**src/rtl/seq_div_16_bit.sv**
```systemverilog
// Multi-cycle 16-bit signed/unsigned restoring divider, one quotient bit per clock.
// start/busy/done handshake: start is taken only in IDLE; done pulses for one cycle when results land.
module seq_div_16_bit (
    input  logic        clk,
    input  logic        rst_n,
    input  logic        start,
    input  logic        is_signed,
    input  logic [15:0] dividend,
    input  logic [15:0] divisor,
    output logic        busy,
    output logic        done,
    output logic [15:0] quotient,
    output logic [15:0] remainder,
    output logic        div_by_zero,
    output logic        overflow
);

    typedef enum logic [1:0] {
        IDLE = 2'd0,
        RUN  = 2'd1,
        FIX  = 2'd2
    } state_t;

    state_t state;
    state_t state_nxt;

    logic [16:0] r_q;
    logic [15:0] q_q;
    logic [15:0] d_q;
    logic [3:0]  cnt;
    logic        q_neg;
    logic        r_neg;
    logic        dz_q;
    logic        ovf_q;

    logic        load_op;
    logic        run_step;
    logic        fix_step;

    logic [15:0] a_mag;
    logic [15:0] b_mag;
    logic [17:0] r_sh;
    logic [17:0] t;

    always_ff @(posedge clk or negedge rst_n) begin
        if (!rst_n) begin
            state <= IDLE;
        end else begin
            state <= state_nxt;
        end
    end

    always_comb begin
        state_nxt = state;
        case (state)
            IDLE:    if (start) state_nxt = (divisor == 16'd0) ? FIX : RUN;
            RUN:     if (cnt == 4'd15) state_nxt = FIX;
            FIX:     state_nxt = IDLE;
            default: state_nxt = IDLE;
        endcase
    end

    always_comb begin
        busy     = (state != IDLE);
        load_op  = (state == IDLE) && start;
        run_step = (state == RUN);
        fix_step = (state == FIX);
    end

    // Operand magnitudes; 16'h8000 maps to itself and is then treated as unsigned.
    always_comb begin
        a_mag = (is_signed && dividend[15]) ? (16'd0 - dividend) : dividend;
        b_mag = (is_signed && divisor[15])  ? (16'd0 - divisor)  : divisor;
        r_sh  = {r_q, q_q[15]};
        t     = r_sh - {2'b00, d_q};
    end

    always_ff @(posedge clk or negedge rst_n) begin
        if (!rst_n) begin
            r_q         <= '0;
            q_q         <= '0;
            d_q         <= '0;
            cnt         <= '0;
            q_neg       <= 1'b0;
            r_neg       <= 1'b0;
            dz_q        <= 1'b0;
            ovf_q       <= 1'b0;
            done        <= 1'b0;
            quotient    <= '0;
            remainder   <= '0;
            div_by_zero <= 1'b0;
            overflow    <= 1'b0;
        end else begin
            done <= fix_step;
            if (load_op) begin
                r_q   <= '0;
                // A zero divisor keeps the raw dividend so it can be returned as the remainder.
                q_q   <= (divisor == 16'd0) ? dividend : a_mag;
                d_q   <= b_mag;
                cnt   <= '0;
                q_neg <= is_signed && (dividend[15] ^ divisor[15]);
                r_neg <= is_signed && dividend[15];
                dz_q  <= (divisor == 16'd0);
                ovf_q <= is_signed && (dividend == 16'h8000) && (divisor == 16'hFFFF);
            end else if (run_step) begin
                cnt <= cnt + 4'd1;
                if (!t[17]) begin
                    r_q <= t[16:0];
                    q_q <= {q_q[14:0], 1'b1};
                end else begin
                    r_q <= r_sh[16:0];
                    q_q <= {q_q[14:0], 1'b0};
                end
            end else if (fix_step) begin
                div_by_zero <= dz_q;
                overflow    <= ovf_q;
                if (dz_q) begin
                    quotient  <= 16'hFFFF;
                    remainder <= q_q;
                end else begin
                    quotient  <= q_neg ? (16'd0 - q_q) : q_q;
                    remainder <= r_neg ? (16'd0 - r_q[15:0]) : r_q[15:0];
                end
            end
        end
    end

endmodule

```
**config.mk**
```make
export PLATFORM = sky130hd
export DESIGN_NAME = seq_div_16_bit
export DESIGN_NICKNAME = d
export VERILOG_FILES = /design/src/rtl/seq_div_16_bit.sv
export SDC_FILE = /design/constraint.sdc
export NUM_CORES = 1
export LEC_CHECK = 0
export CORE_UTILIZATION = 44
export CTS_BUF_LIST = sky130_fd_sc_hd__clkbuf_8
export DETAILED_ROUTE_END_ITERATION = 16
export DONT_BUFFER_PORTS = 1
export GPL_TIMING_DRIVEN = 1
export HOLD_SLACK_MARGIN = 0.08
export SYNTH_ARGS = -nofsm -noshare
export SYNTH_HDL_FRONTEND = slang
export SYNTH_SLANG_ARGS = --single-unit
```
**constraint.sdc**
```tcl
create_clock -name clk -period 4.15 [get_ports clk]
set_clock_uncertainty 0.1 [all_clocks]
set_input_delay 0.6225 -clock clk [delete_from_list [all_inputs] [get_ports clk]]
set_output_delay 0.6225 -clock clk [all_outputs]
set_load 0.02 [all_outputs]
```
==> summary.md, run 1 <==
| Metric | Value |
|---|---|
| Bufs on Longest Clock Path | 2 |
| First-pass GRT wire length | 24900 µm |
| Synth Instances | 709 |
| Clock sink count | 94 |
| FF-to-FF setup slack | 1060 ps |
| CP Max Fanout | 20 |
| Synth Flop Type | dfrtp_1 |
| Die footprint | 0.0144 mm² |
| Die width | 120 µm |
| Final wirelength | 15100 µm |
| Dominant cells by area after synthesis | dfrtp_1 (38%), o21ai_0 (6.4%), nand2_1 (5.3%) |
| Drt first pass iters | 6 |
| WL/cell | 17.3 µm |
| Initial DRC count | 325 |
| Synthesized area per cell | 8.67 µm² |
| Via count | 5007 |
| Antenna Nets Post-Route | 0 |
| Fin Setup TNS | 0 ps |
| Hold Startpoint | divisor[1] |
| VDD IR-drop max | 0.000335 V |
| Placer's final routability congestion estimate | 0.838 |
| Cell Rows | 42 |
| Seq/Total Area, Yosys | 38.3% |
| Total power | 0.00588 W |
| Fin. Hold Viols | 0 |
| Largest net degree at the start of global routing | 95 |
| Slowest cell delay on critical path | 780 ps |
| Hpwl dp | 11300 µm |
| Clk Latency, worst-skew pair | 390 ps |
| Cts bufs inserted | 9 |
| All-Layer GR Usage | 22.1% |
| Dpl ws | 1060 ps |
| Crit path max-delay cell type | o211a_1 |
| ANT cells | 0 |
| Slew @ Worst Pin | 1160 ps |
| RSZ-0062 raised after global routing | false |
| Synthesis-stage register bit count | 94 |
| Yosys warns | 0 |
| Layout area overhead | 6.64% |
| Postcts setup bufs | 0 |
| Worst reg2reg startpoint | r_q[3]$_DFFE_PN0P_ |
| Num ports | 72 |
| Top cell type's share of synthesized area | 38.3% |
| Hold path endpoint | d_q[1]$_DFFE_PN0P_ |
| Worst EP required | 4320 ps |
| Reg2reg end | r_q[15]$_DFFE_PN0P_ |
| Post-synth net total | 768 |
| Period utilization | 74.5% |
| Clock transition at path regs | 90 ps |
| Leakage | 2.77 nW |
| Yosys cell types | 58 |
| DR vias/cell | 5.74 |
| Share of cells above drive strength 1 | 5.46% |
| CP Launch Type | flop |
| Hold depth | 2 |
| Final setup violating endpoints | 0 |
| Ys async rst share | 100% |
| Worst setup margin | 1060 ps |
| # DRC | 0 |
| Critical path endpoint category | flop |
| Root Buffer | clkbuf_8 |
| # Max-Cap Violations | 0 |
| FF-to-FF path depth | 8 |
| Nets | 750 |
| PwrDens | 898 mW/mm² |
| Critical Path, Cell by Cell | ha_1 -> a21o_1 -> a211o_1 -> o21ai_2 -> o31a_1 -> o211a_1 -> nor3b_1 -> o21ai_1 |
| Critical path arrival | 3260 ps |
| Initial antenna violation count | 0 |
| Post-synth EDFFs | 0 |
| Status | finished, final reports clean |
| Post-layout min period | 3090 ps |
| CTS H-tree depth | 3 |
| CTS tree | yes |
| Max-slew violations | 0 |
| Achievable Freq | 323 MHz |
| Synth Cell Area | 0.00615 mm² |
| GRT overflow | 0 |
| Core area | 0.0135 mm² |
| Dominant cell type by area after synthesis | dfrtp_1 |
| Buffers on Ports | 0 |
| Die Y | 120 µm |
| Worst Hold Class | in -> reg |
| Starting Density | 45.7% |
| Number of global-route vias before repair | 4841 |
| Max_slew headroom | 22.5% |
| Critical path class | reg -> reg |
==> where the power goes <==
group          total (W)  internal [W]  switching, W
registers        0.00197       0.00131      0.000656
clock network   0.000802      0.000464      0.000338
logic            0.00311       0.00136       0.00175
total            0.00588       0.00314       0.00275
==> placed cells by master, fill, tap and decap left out, types with 6 or more instances in the layout <==
cell type,instances
dfrtp_1,94
nand2_1,86
o21ai_0,78
nor2_1,38
a21oi_1,38
inv_1,33
xnor2_1,33
nand3_1,33
xor2_1,33
ha_1,22
mux2i_1,20
o21ai_1,15
nor3_1,13
o22a_1,12
a22oi_1,12
nand2b_1,11
nand4_1,9
o31ai_1,9
clkbuf_8,9
or4_1,6
o41ai_1,6
and3_1,6
==> cell usage after synthesis (2+ instances only) <==
library cell / instances
a211o_1: 2
a211oi_1: 3
a21o_1: 5
a21oi_1: 38
a221o_1: 2
a22oi_1: 12
a31oi_1: 5
and2_1: 4
and3_1: 6
buf_1: 5
buf_2: 2
clkbuf_1: 26
dfrtp_1: 94
ha_1: 22
inv_1: 33
mux2i_1: 20
nand2_1: 87
nand2b_1: 11
nand3_1: 33
nand4_1: 9
nand4b_1: 2
nor2_1: 38
nor2b_1: 5
nor3_1: 13
nor3b_2: 2
nor4_1: 2
o211ai_1: 3
o21ai_0: 78
o21ai_1: 15
o21ai_2: 3
o22a_1: 12
o22ai_1: 3
o31ai_1: 9
o31ai_4: 4
o41ai_1: 6
or3_1: 4
or4_1: 6
xnor2_1: 33
xor2_1: 33
==> registers in the layout, indices dropped and copies added (netlist names) <==
name         cells
overflow         1
cnt              4
state            2
r_q             17
quotient        16
r_neg            1
remainder       16
ovf_q            1
div_by_zero      1
dz_q             1
done             1
q_q             16
d_q             16
q_neg            1
==> cell type report <==
cell class	instances	area, µm²
Multi-Input combinational cell	546	3510
Clock inverter	7	145
Tap cell	176	220
Clock buffer	9	124
Fill cell	1334	6900
Timing Repair Buffer	7	75.1
Inverter	33	124
Sequential cell	94	2350
==> cells by family after synthesis <==
| kind of cell | share of synthesized area [%] |
|---|---|
| DFF | 38.3 |
| AOI/OAI and AO/OA | 21.6 |
| xor gates and xnor gates | 9.40 |
| adders and majority gates | 4.80 |
| and+or+nand+nor | 18.1 |
| buffers and inverters | 4.60 |
| muxes | 3.26 |
==> worst max path at each step <==
| stage | start | end | cells past startpoint |
|---|---|---|---|
| after floorplan | divisor[0] | q_q[11]$_DFFE_PN0P_ | 11 |
| after global placement | r_q[3]$_DFFE_PN0P_ | r_q[15]$_DFFE_PN0P_ | 8 |
| after detailed placement | r_q[3]$_DFFE_PN0P_ | r_q[8]$_DFFE_PN0P_ | 8 |
| after CTS | r_q[3]$_DFFE_PN0P_ | r_q[8]$_DFFE_PN0P_ | 8 |
| after global routing | r_q[2]$_DFFE_PN0P_ | r_q[8]$_DFFE_PN0P_ | 8 |
| final | r_q[3]$_DFFE_PN0P_ | r_q[15]$_DFFE_PN0P_ | 8 |
==> worst max-delay path, delay by kind of cell (launching register included) <==
kind | cells | cell delay, ps
AOI/OAI and AO/OA | 6 | 1750
adders and majority gates | 1 | 380
DFF | 1 | 460
and+or+nand+nor | 1 | 280
==> metal layers <==
| metal | GRT usage [%] | up-vias | share of wire, % | routed length, µm |
|---|---|---|---|---|
| li1 | - | 2477 | - | - |
| met1 | 31.8 | 2377 | 49 | 7350 |
| met2 | 33.1 | 144 | 43 | 6570 |
| met3 | 6.32 | 9 | 7.3 | 1100 |
| met4 | 4.14 | 0 | 0.73 | 110 |
| met5 | 0 | - | 0 | 0 |
==> what timing repair did <==
item,CTS,global route
hold buffers,2,0
endpoints found under the setup margin,0,0
hold endpoints to repair,94,0
gates resized for setup,0,0
==> through the flow <==
stage	cells	utilization [%]	area (µm²)	hold slack, ps
3_5_place_dp	854	46.4	6250	231
3_3_place_gp	854	46.4	6250	230
2_1_floorplan	709	-	6150	227
6_report	872	48.7	6560	297
5_1_grt	872	48.7	6560	274
4_1_cts	872	48.7	6560	273
Power figures use the tool's default switching activity.
==> run 2: changes to the inputs <==
Clock period 4.15 ns to 2.6 ns, I/O delays scaled along.
==> summary.md, run 2 (same netlist as run 1, synthesis figures left out) <==
| Metric | Value |
|---|---|
| RSZ-0062 raised after global routing | true |
| Starting Density | 45.7% (unchanged) |
| Clock sink count | 94 (unchanged) |
| Placer's final routability congestion estimate | 0.876 (+4.5%) |
| Final setup violating endpoints | 0 (unchanged) |
| Leakage | 2.91 nW (+5.1%) |
| Dpl cell area | 0.00646 mm² (+3.4%) |
| Cell Rows | 42 (unchanged) |
| # DRC | 0 (unchanged) |
| VDD IR-drop max | 0.000897 V (+170%) |
| Root Buffer | clkbuf_8 |
| Layout area overhead | 10.9% |
| WL/cell | 17.5 µm (+0.75%) |
| GRT overflow | 0 (unchanged) |
| Core area | 0.0135 mm² (unchanged) |
| Worst Hold Class | in -> async |
| Failing checks | negative hold slack |
| Via count | 5239 (+4.6%) |
| Fin. Hold Viols | 94 (+94) |
| Final wirelength | 15800 µm (+4.7%) |
| Drt first pass iters | 5 (-1) |
| Buffers on Ports | 0 (unchanged) |
| CP Launch Type | flop |
| Share of cells above drive strength 1 | 10.8% (+5.4 points) |
| DR vias/cell | 5.78 (+0.71%) |
| Largest net degree at the start of global routing | 95 (unchanged) |
| Status | finished, violations left |
| Cts hold-fix bufs | 5 (+3) |
| Max-slew violations | 0 (unchanged) |
| ANT cells | 0 (unchanged) |
| Num ports | 72 (unchanged) |
| Commonest cells after routing, fill and taps aside | dfrtp_1 (94), nand2_1 (86), o21ai_0 (77) |
| Slew @ Worst Pin | 1180 ps (+19.7 ps) |
| CTS tree | yes |
| Number of global-route vias before repair | 4933 (+1.9%) |
| Worst setup margin | 77.2 ps (-981 ps) |
| Biggest register | r_q |
| Initial antenna violation count | 0 (unchanged) |
| Worst Setup SP | q_q[15]$_DFFE_PN0P_ |
| Die Y | 120 µm (unchanged) |
| Critical path class | reg -> reg |
| Nets | 784 (+4.5%) |
| Fin Setup TNS | 0 ps (unchanged) |
| First-pass GRT wire length | 25300 µm (+1.4%) |
| Die footprint | 0.0144 mm² (unchanged) |
| All-Layer GR Usage | 22.4% (+0.34 points) |
| Achievable Freq | 396 MHz (+23%) |
| Max_slew headroom | 21.2% (-1.3 points) |
| Dpl ws | 49.8 ps (-1010 ps) |
| Critical path endpoint category | flop |
| CTS H-tree depth | 3 (unchanged) |
| Clk Latency, worst-skew pair | 370 ps (-20 ps) |
| Max reg flops | 17 (unchanged) |
| Period utilization | 97.0% (+23 points) |
| Antenna Nets Post-Route | 0 (unchanged) |
| Clock transition at path regs | 90 ps (about the same) |
| CP Max Fanout | 4 (-80%) |
| # Max-Cap Violations | 0 (unchanged) |
| Hold Slack | -399 ps (-696 ps) |
| Commonest non-fill, non-tap cell in the layout | dfrtp_1 |
| Post-layout min period | 2520 ps (-569 ps) |
| Critical path arrival | 2690 ps (-570 ps) |
| Finished Cell Area | 0.00682 mm² (+4.0%) |
| Die width | 120 µm (unchanged) |
| Bufs on Longest Clock Path | 2 (unchanged) |
| Worst EP required | 2770 ps (-1550 ps) |
| Worst reg2reg startpoint | q_q[15]$_DFFE_PN0P_ |
| PwrDens | 1440 mW/mm² (+60%) |
| Hpwl dp | 11700 µm (+4.0%) |
| Cts bufs inserted | 9 (unchanged) |
| Initial DRC count | 398 (+22%) |
## run 2: worst paths after layout
path,end,slack [ps],cells after the start
worst max-delay path,r_q[14]$_DFFE_PN0P_,80,11
worst min-delay path,r_q[16]$_DFFE_PN0P_,-400,0
worst max register to register,r_q[14]$_DFFE_PN0P_,80,11
worst min register to register,d_q[5]$_DFFE_PN0P_,380,2
max in group asynchronous,d_q[12]$_DFFE_PN0P_,2600,0
min in group clk,q_q[10]$_DFFE_PN0P_,100,2
## run 2: timing repair
action / in CTS / in global routing
buffers inserted: 0 / 3
hold endpoints to repair: 99 / 94
gates resized for setup: 0 / 16
endpoints found under the setup margin: 0 / 16
## run 2: power breakdown
| group | internal (W) | switching [W] | total [W] |
|---|---|---|---|
| registers | 0.00210 | 0.000932 | 0.00303 |
| logic | 0.00274 | 0.00314 | 0.00588 |
| clock network | 0.000392 | 0.000516 | 0.000909 |
| total | 0.00523 | 0.00459 | 0.00981 |
## run 2: metrics by stage
step / std cells / hold WS (ps) / utilization [%] / power [W]
floorplan: 709 / -5.59 / - / 0.00694
global placement: 881 / 0.485 / 48.0 / 0.00838
detailed placement: 881 / -2.09 / 48.0 / 0.00852
CTS: 902 / -427 / 49.7 / 0.00945
global route: 906 / -427 / 50.7 / 0.0107
finish: 906 / -399 / 50.7 / 0.00981
## run 2: critical path, cell delays in order (launching register included)
cell,delay [ps]
dfrtp_1,400
inv_2,80
ha_4,130
inv_2,40
fa_2,350
a21o_1,200
a221o_1,360
nand4_1,230
a32oi_1,150
xor2_1,160
mux2i_1,140
o21ai_1,80
## run 2: routing by layer
| metal | wire length, µm | track usage [%] | part of all wire, % | vias up |
|---|---|---|---|---|
| met3 | 989 | 4.91 | 6.2 | 17 |
| met1 | 7380 | 31.7 | 47 | 2508 |
| li1 | - | - | - | 2551 |
| met2 | 7210 | 34.0 | 46 | 163 |
| met4 | 249 | 7.34 | 1.6 | 0 |
| met5 | 0 | 0 | 0 | - |
## run 2: area by class of cell
class,count,area (µm²)
clock buffers,11,151
flip-flops and latches,94,2350
well taps,176,220
inverters,33,124
clock inverters,5,26.3
multi-input cells,546,3590
fillers,1338,6630
repair buffers,41,350
==> run 3: changes to the inputs <==
Settings changed: CORE_MARGIN set to 2.
==> summary.md, run 3 (same netlist as run 1, synthesis figures left out) <==
| Metric | Value |
|---|---|
| Cts bufs inserted | 9 (unchanged) |
| Antenna Nets Post-Route | 0 (unchanged) |
| First-pass GRT wire length | 25500 µm (+1.0%) |
| All-Layer GR Usage | 22.0% (-0.45 points) |
| Period utilization | 97.0% (about the same) |
| Most Frequent Cell on Critical Path | inv_2 |
| Dpl cell area | 0.00646 mm² (about the same) |
| Fin. Hold Viols | 94 (unchanged) |
| Die footprint | 0.0149 mm² (+3.4%) |
| DR vias/cell | 5.73 (-0.99%) |
| Share of cells above drive strength 1 | 10.9% (+0.045 points) |
| Achievable Freq | 397 MHz (about the same) |
| Leakage | 2.89 nW (-0.93%) |
| Num ports | 72 (unchanged) |
| VDD IR-drop max | 0.000551 V (-39%) |
| Placed cells | 884 (+0.34%) |
| Starting Density | 44.6% (-1.1 points) |
| # Max-Cap Violations | 0 (unchanged) |
| Final setup violating endpoints | 0 (unchanged) |
| # DRC | 0 (unchanged) |
| Max_slew headroom | 25.4% (+4.1 points) |
| GRT overflow | 0 (unchanged) |
| Worst EP required | 2740 ps (-30 ps) |
| RSZ-0062 raised after global routing | true |
| WL/cell | 17.6 µm (+0.89%) |
| ANT cells | 0 (unchanged) |
| Via count | 5193 (-0.88%) |
| Hpwl dp | 12000 µm (+2.2%) |
| Cell Rows | 43 (+2.4%) |
| Critical path class | reg -> reg |
| Buffers on Ports | 0 (unchanged) |
| Clk Latency, worst-skew pair | 380 ps (about the same) |
| Placer's final routability congestion estimate | 0.870 (-0.70%) |
| PwrDens | 1440 mW/mm² (+0.32%) |
| Root Buffer | clkbuf_8 |
| Slew @ Worst Pin | 1120 ps (-62.0 ps) |
| Commonest cells after routing, fill and taps aside | dfrtp_1 (94), nand2_1 (86), o21ai_0 (78) |
| Max-slew violations | 0 (unchanged) |
| CP Max Fanout | 4 (unchanged) |
| Finished Cell Area | 0.00678 mm² (-0.53%) |
| CTS tree | yes |
| Final Util | 49.2% (-1.4 points) |
| Die width | 122 µm (+1.7%) |
| Commonest non-fill, non-tap cell in the layout | dfrtp_1 |
| Worst Hold Class | in -> async |
| Core area | 0.0138 mm² (+2.4%) |
| Critical path arrival | 2660 ps (-30 ps) |
| CTS H-tree depth | 3 (unchanged) |
| Initial DRC count | 326 (-18%) |
| Max reg flops | 17 (unchanged) |
| Dpl ws | 68.9 ps (+19.0 ps) |
| Clock sink count | 94 (unchanged) |
| Die Y | 122 µm (+1.7%) |
| Clock transition at path regs | 90 ps (about the same) |
| Failing checks | negative hold slack |
| Drt first pass iters | 4 (-1) |
| FF-to-FF path depth | 11 (unchanged) |
| Worst setup margin | 78.4 ps (+1.17 ps) |
| Hold Slack | -397 ps (+1.78 ps) |
| Biggest register | r_q |
| Layout area overhead | 10.3% |
| Critical Path, Cell by Cell | inv_2 -> ha_4 -> inv_2 -> fa_2 -> a21o_1 -> a221o_1 -> nand4_1 -> a32oi_1 -> xor2_1 -> mux2i_1 -> o21ai_0 |
| Status | finished, violations left |
| Slowest cell delay on critical path | 390 ps (about the same) |
| Critical path endpoint category | flop |
| Cts hold-fix bufs | 3 (-2) |
| Post-layout min period | 2520 ps (-1.17 ps) |
| Initial antenna violation count | 0 (unchanged) |
| Final wirelength | 16000 µm (+1.0%) |
| Nets | 782 (-0.26%) |
| Bufs on Longest Clock Path | 2 (unchanged) |
| Number of global-route vias before repair | 4987 (+1.1%) |
| Crit path max-delay cell type | dfrtp_1 |
| CP Launch Type | flop |
| Layout Cells excl Fill | 907 (+0.11%) |
| Largest net degree at the start of global routing | 95 (unchanged) |
[run 3: cell types whose count changed in the layout (fill, tap and decap cells not counted), sizes merged]
cell / before / now
clkinvlp: 0 / 1
clkbuf: 12 / 10
clkinv: 3 / 2
inv: 35 / 36
dlygate4sd3: 5 / 3
[run 3: worst paths after layout]
path                                           from              endpoint  slack [ps]
max in group asynchronous                     rst_n   d_q[15]$_DFFE_PN0P_        2620
worst min-delay path                          rst_n  overflow$_DFFE_PN0P_        -400
worst max register to register  q_q[15]$_DFFE_PN0P_   r_q[14]$_DFFE_PN0P_          80
min in group clk                       dividend[11]   q_q[11]$_DFFE_PN0P_          90
worst max-delay path            q_q[15]$_DFFE_PN0P_   r_q[14]$_DFFE_PN0P_          80
worst min register to register   d_q[2]$_DFFE_PN0P_    d_q[2]$_DFFE_PN0P_         380
[run 3: worst max-delay path: cells and delay by family, from the launching register on]
kind                       cells  cell delay (ps)
AOI/OAI and AO/OA              4              810
adders and majority gates      2              480
DFF                            1              390
and+or+nand+nor                1              210
xor gates and xnor gates       1              160
muxes                          1              120
buffers and inverters          2              110
[run 3: area by class of cell]
type	instances	area, µm²
clock buffer	9	124
clock inverter	6	38.8
fill	1373	6990
inverter	33	124
multi-input combinational	546	3590
sequential	94	2350
tap	180	225
timing repair buffer	39	330
[run 3: per-layer routing]
layer | global-route usage [%] | routed length, µm | share of wire, % | up-vias
met5 | 0 | 0 | 0 | -
met1 | 31.2 | 7450 | 47 | 2511
met4 | 6.68 | 186 | 1.2 | 0
li1 | - | - | - | 2549
met2 | 33.3 | 7370 | 46 | 118
met3 | 5.06 | 985 | 6.2 | 15
[run 3: power breakdown]
group	internal, W	leakage [nW]	switching, W
sequential	0.00210	1.12	0.000928
combinational	0.00273	1.67	0.00317
clock	0.000343	0.0871	0.000528
total	0.00517	2.89	0.00462
[run 3: what timing repair did]
| action | 4_1_cts | 5_1_grt |
|---|---|---|
| hold endpoints to repair | 97 | 94 |
| gates resized for setup | 0 | 15 |
| setup endpoints to repair | 0 | 18 |
| setup buffers | 0 | 4 |
[run 3: per-stage QoR]
step | setup TNS, ps | total power (W)
6_report | 0 | 0.00979
5_1_grt | -271 | 0.0107
4_1_cts | 0 | 0.00940
3_5_place_dp | 0 | 0.00851
3_3_place_gp | 0 | 0.00834
2_1_floorplan | 0 | 0.00694
